### src/rtl/vector_mem_stage.sv
// rtl/vector_mem_stage.sv - vector memory stage, serialises 8 lanes over one data-memory word port
// Optional: define VMEM_GATHER_EN for per-lane gather/scatter addressing.
module vector_mem_stage #(
    parameter int N  = 20,
    parameter int AW = 10
) (
    input  logic                clk,
    input  logic                reset,
    input  logic                valid_e,
    input  logic [7:0][N-1:0]   ALUOutE,
    input  logic [7:0][N-1:0]   WDE,
    input  logic                MemWriteE,
    input  logic                MemtoRegE,
    input  logic                RegWriteE,
    input  logic [3:0]          WA3E,
    output logic                stall,
    output logic [AW-1:0]       mem_addr,
    output logic [N-1:0]        mem_wd,
    output logic                mem_we,
    output logic                mem_re,
    input  logic [N-1:0]        mem_rd,
    output logic [7:0][N-1:0]   RD,
    output logic [7:0][N-1:0]   ALUOut,
    output logic                RegWrite,
    output logic                MemtoReg,
    output logic [3:0]          WA3,
    output logic                cargar
);

    typedef enum logic [1:0] {S_IDLE, S_LOAD, S_CAPT, S_STORE} state_t;

    state_t              state, state_n;
    logic [2:0]          k;
    logic                accept, done;
    logic [AW-1:0]       lane_addr;
    logic [7:0][N-1:0]   alu_q;
    logic [7:0][N-1:0]   wd_q;
    logic [6:0][N-1:0]   rd_buf;
    logic                regwrite_q, memtoreg_q;
    logic [3:0]          wa3_q;

`ifdef VMEM_GATHER_EN
    logic [7:0][AW-1:0]  addr_q;
    assign lane_addr = addr_q[k];
`else
    logic [AW-1:0]       base_q;
    assign lane_addr = base_q + AW'(k);
`endif

    always_ff @(posedge clk or negedge reset) begin
        if (!reset) state <= S_IDLE;
        else        state <= state_n;
    end

    always_comb begin
        state_n  = state;
        stall    = 1'b0;
        mem_we   = 1'b0;
        mem_re   = 1'b0;
        mem_addr = '0;
        mem_wd   = '0;
        accept   = 1'b0;
        done     = 1'b0;
        case (state)
            S_IDLE: begin
                if (valid_e) begin
                    accept = 1'b1;
                    if (MemWriteE)      state_n = S_STORE;
                    else if (MemtoRegE) state_n = S_LOAD;
                    else                done    = 1'b1;
                end
            end
            S_LOAD: begin
                stall    = 1'b1;
                mem_re   = 1'b1;
                mem_addr = lane_addr;
                if (k == 3'd7) state_n = S_CAPT;
            end
            S_CAPT: begin
                stall   = 1'b1;
                done    = 1'b1;
                state_n = S_IDLE;
            end
            S_STORE: begin
                stall    = 1'b1;
                mem_we   = 1'b1;
                mem_addr = lane_addr;
                mem_wd   = wd_q[k];
                if (k == 3'd7) begin
                    done    = 1'b1;
                    state_n = S_IDLE;
                end
            end
            default: state_n = S_IDLE;
        endcase
    end

    always_ff @(posedge clk or negedge reset) begin
        if (!reset) begin
            k          <= '0;
            alu_q      <= '0;
            wd_q       <= '0;
            rd_buf     <= '0;
            regwrite_q <= 1'b0;
            memtoreg_q <= 1'b0;
            wa3_q      <= '0;
`ifdef VMEM_GATHER_EN
            addr_q     <= '0;
`else
            base_q     <= '0;
`endif
            RD         <= '0;
            ALUOut     <= '0;
            RegWrite   <= 1'b0;
            MemtoReg   <= 1'b0;
            WA3        <= '0;
            cargar     <= 1'b0;
        end else begin
            cargar <= done;
            if (accept) begin
                k          <= '0;
                alu_q      <= ALUOutE;
                wd_q       <= WDE;
                regwrite_q <= RegWriteE;
                memtoreg_q <= MemtoRegE;
                wa3_q      <= WA3E;
`ifdef VMEM_GATHER_EN
                for (int i = 0; i < 8; i++) addr_q[i] <= ALUOutE[i][AW-1:0];
`else
                base_q     <= ALUOutE[0][AW-1:0];
`endif
            end
            if (state == S_LOAD || state == S_STORE) k <= k + 3'd1;
            // read data trails its strobe by one cycle, so it belongs to lane k-1
            if (state == S_LOAD && k != 3'd0) rd_buf[k - 3'd1] <= mem_rd;
            if (done) begin
                if (state == S_IDLE) begin
                    ALUOut   <= ALUOutE;
                    RD       <= '0;
                    RegWrite <= RegWriteE;
                    MemtoReg <= MemtoRegE;
                    WA3      <= WA3E;
                end else begin
                    ALUOut   <= alu_q;
                    RD       <= (state == S_CAPT) ? {mem_rd, rd_buf} : '0;
                    RegWrite <= regwrite_q;
                    MemtoReg <= memtoreg_q;
                    WA3      <= wa3_q;
                end
            end
        end
    end

endmodule

### config.mk
export PLATFORM = sky130hd
export DESIGN_NAME = vector_mem_stage
export DESIGN_NICKNAME = d
export VERILOG_FILES = /design/src/rtl/vector_mem_stage.sv
export SDC_FILE = /design/constraint.sdc
export NUM_CORES = 1
export LEC_CHECK = 0
export CELL_PAD_IN_SITES_DETAIL_PLACEMENT = 1
export CELL_PAD_IN_SITES_GLOBAL_PLACEMENT = 2
export CORE_ASPECT_RATIO = 2
export CORE_UTILIZATION = 35
export DETAILED_ROUTE_END_ITERATION = 10
export GPL_TIMING_DRIVEN = 0
export PLACE_DENSITY_LB_ADDON = 0.1
export SYNTH_ARGS = -nofsm -noshare
export SYNTH_HDL_FRONTEND = slang
export SYNTH_SLANG_ARGS = --single-unit
### constraint.sdc
create_clock -name clk -period 5.85 [get_ports clk]
set_input_delay 1.4625 -clock clk [delete_from_list [all_inputs] [get_ports clk]]
set_output_delay 1.4625 -clock clk [all_outputs]
set_load 0.02 [all_outputs]
==> results.md <==
* Most frequent cells in the layout: nand2_1 (1,151), dfrtp_1 (798), clkdlybuf4s50_1 (708)
* RSZ-0062 raised after global routing: no
* Max VDD drop at 0.310 mV
* #FFs+latches synth at 798
* Max-Cap Viols at 0
* Clock buffer depth at 3
* Placed Instances at 4,817
* Setup Total Neg Slack at 0 ns
* Worst-Skew Late Latency at 0.67 ns
* Fin cells at 4,971
* Async set-reset flop share out of synthesis at 100%
* Total CTS buffers at 77
* Max-slew violation count at 0
* First-pass GRT wire length at 183 mm
* Synth cell types at 40
* CP Buf/Inv Count at 3
* Most area-consuming cells after synthesis: dfrtp_1 (62%), nand2_1 (13%), mux2i_1 (5.1%), a22o_1 (4.9%), mux2_2 (4.2%)
* GRT Util Overall at 26.6%
* Fin nets at 4,062
* Crit. Startpoint: k[0]
* Seq/Total Area, Yosys at 61.7%
* Cell Chain, Critical Path: clkbuf_1 -> buf_2 -> mux4_2 -> a22o_1 -> clkdlybuf4s50_1
* Util after Layout at 47.8%
* Worst-margin pin slew at 0.991 ns
* Initial Util at 35.3%
* CP peak stage delay at 0.69 ns
* Pwr Total at 25.7 mW
* P&R area growth vs syn at 35.4%
* Crit end category: primary output
* Critical Path RT at 4.39 ns
* Startpoint Class: flip-flop
* Routed Antenna Nets at 0
* Synth area leader: dfrtp_1
* Status: completed
* WHS Path Cells at 2
* Clk root buf: clkbuf_16
* Post-CTS Setup Inserts at 0
* Type of the worst min-delay path: reg2reg
* Starting DRT DRC Count at 1,277
* Total number of vias at 25,200
* CTS tree: yes
* Reg clk slew, reported paths at 0.06 ns
* Post-DR wirelength/cell at 24.9 microns
* Layout cells sized above 1 at 11.0%
* GRT overflow at 0
* Post_cts resized at 0
* DR vias/cell at 5.08
* Synth Flop Type: dfrtp_1
* Design area at 43,800 sq um
* Commonest non-fill, non-tap cell in the layout: nand2_1
* Leakage power at 20.4 nW
* Die H at 432 microns
* Drt pass-1 iters at 5
* Crit path depth at 5
* Setup crit end: mem_wd[11]
* R2R setup slack at 2.31 ns
* Reg-to-Reg Start: k[1]
* FMAX at 0.196 GHz
* Yosys warns at 0
* CTS HTree Levels at 3
* Residual DRC at 0
* Reg-to-Reg End: rd_buf[103]
* Period utilization at 87.1%
* Largest delay share family, worst path: buffers and inverters
* Vias in the first global route at 28,000
* FP Rows at 157
* CTS Hold Buffers Added at 0
* Final Hold Viols at 0
* Crit path max-delay cell type: mux4_2
* Placer Congestion at 0.882
* Hold Startpoint: wd_q[120]
* Post-Syn Instances at 2,909
* Largest net degree at the start of global routing at 126
* Buffers on Ports at 709
* Crit path max fanout at 10
* DP Area at 41,100 sq um
* Setup Skew at 0.0221 ns
* Core area at 91,500 sq um
* Die width at 217 microns
* Detailed placement HPWL at 95.0 mm
* Worst relative slew slack at 33.7%
* IO Pins at 710
* EDFF count, synth at 0
* Mean cell area of the mapped netlist at 11.1 sq um
* Crit Path Category: reg2out
* CTS Sinks at 798
* Syn nets at 3,267
* Fin crit period at 5.09 ns
* Synthesized area at 32,400 sq um
* Setup violators final at 0
* Antenna violations before repair at 51
* Area share of the largest cell type after synthesis at 61.7%
* Reg2Reg Depth at 9
* Pwr per Cell Area at 586 nW/um^2
* Die Area at 93,700 sq um
* WL final at 124 mm
* Worst path arrival time at 3.63 ns
==> sequential cells by signal, summed over array words and instances, names as in the netlist, 2 cells and up <==
name    flops
alu_q     160
rd_buf    140
WA3         4
state       2
k           3
ALUOut    160
RD        160
wa3_q       4
wd_q      160
==> kinds of logic (layout without fill, tap and decap cells) <==
group | count (synthesis) | after routing | share of synthesized area [%]
xor gates and xnor gates | 10 | 10 | 0.271
adders and majority gates | 8 | 8 | 0.333
other | 0 | 13 | 0
and+or+nand+nor | 1187 | 1187 | 14.0
buffers and inverters | 199 | 1056 | 3.04
muxes | 346 | 346 | 12.9
AOI/OAI and AO/OA | 361 | 361 | 7.75
DFF | 798 | 798 | 61.7
==> tightest hold or removal path: cells and delay by family, from the launching register on <==
kind	cells	cell delay, ns
and+or+nand+nor	2	0.10
DFF	1	0.34
==> per-stage QoR <==
step,hold WS (ns),worst slack (ns)
floorplan,0.440,2.60
global placement,0.453,-32.67
detailed placement,0.461,1.34
CTS,0.473,0.593
global route,0.492,0.579
finish,0.470,0.757
==> power by group <==
group,internal (mW),switching (mW)
logic,4.85,5.97
registers,8.04,1.55
clock network,2.97,2.28
==> Yosys cell counts (2+ instances only) <==
cell      number
nand2_1     1151
dfrtp_1      798
a22o_1       180
mux2i_1      166
o21ai_1      166
mux2_2       120
clkbuf_1      84
buf_2         71
mux4_2        40
buf_4         29
nor2_1        12
mux2_1        10
mux2_4        10
xnor2_1        8
ha_1           7
inv_1          6
o21ai_0        6
buf_6          5
and2_1         4
buf_1          4
nand3_1        4
a21oi_1        3
nand2b_1       3
nor2b_1        3
nor3_1         2
or3_1          2
xor2_1         2
==> how the worst min path moves through the flow <==
stage | slack [ns] | endpoint
final | 0.47 | wd_q[120]
after global routing | 0.49 | alu_q[107]
after CTS | 0.47 | wd_q[120]
after detailed placement | 0.46 | wd_q[127]
after global placement | 0.45 | wd_q[136]
after floorplan | 0.44 | wd_q[120]
==> routing by layer <==
metal	wire length, microns	GRT usage, %	vias up
met5	504	0	-
met3	10100	9.16	247
met4	5240	12.1	76
met1	45200	28.6	12800
met2	62500	46.5	818
li1	-	-	11300
==> final cells by class <==
type                       instances  area (sq um)
sequential                       798         20000
clock inverter                    29           280
tap                             1192          1490
buffer                           193           960
antenna                           13          32.5
inverter                           6          22.5
clock buffer                     112          2340
multi-input combinational       1912         11400
fill                            9944         47700
timing repair buffer             716          7290
Note: power is estimated with default switching activity, not from simulation.
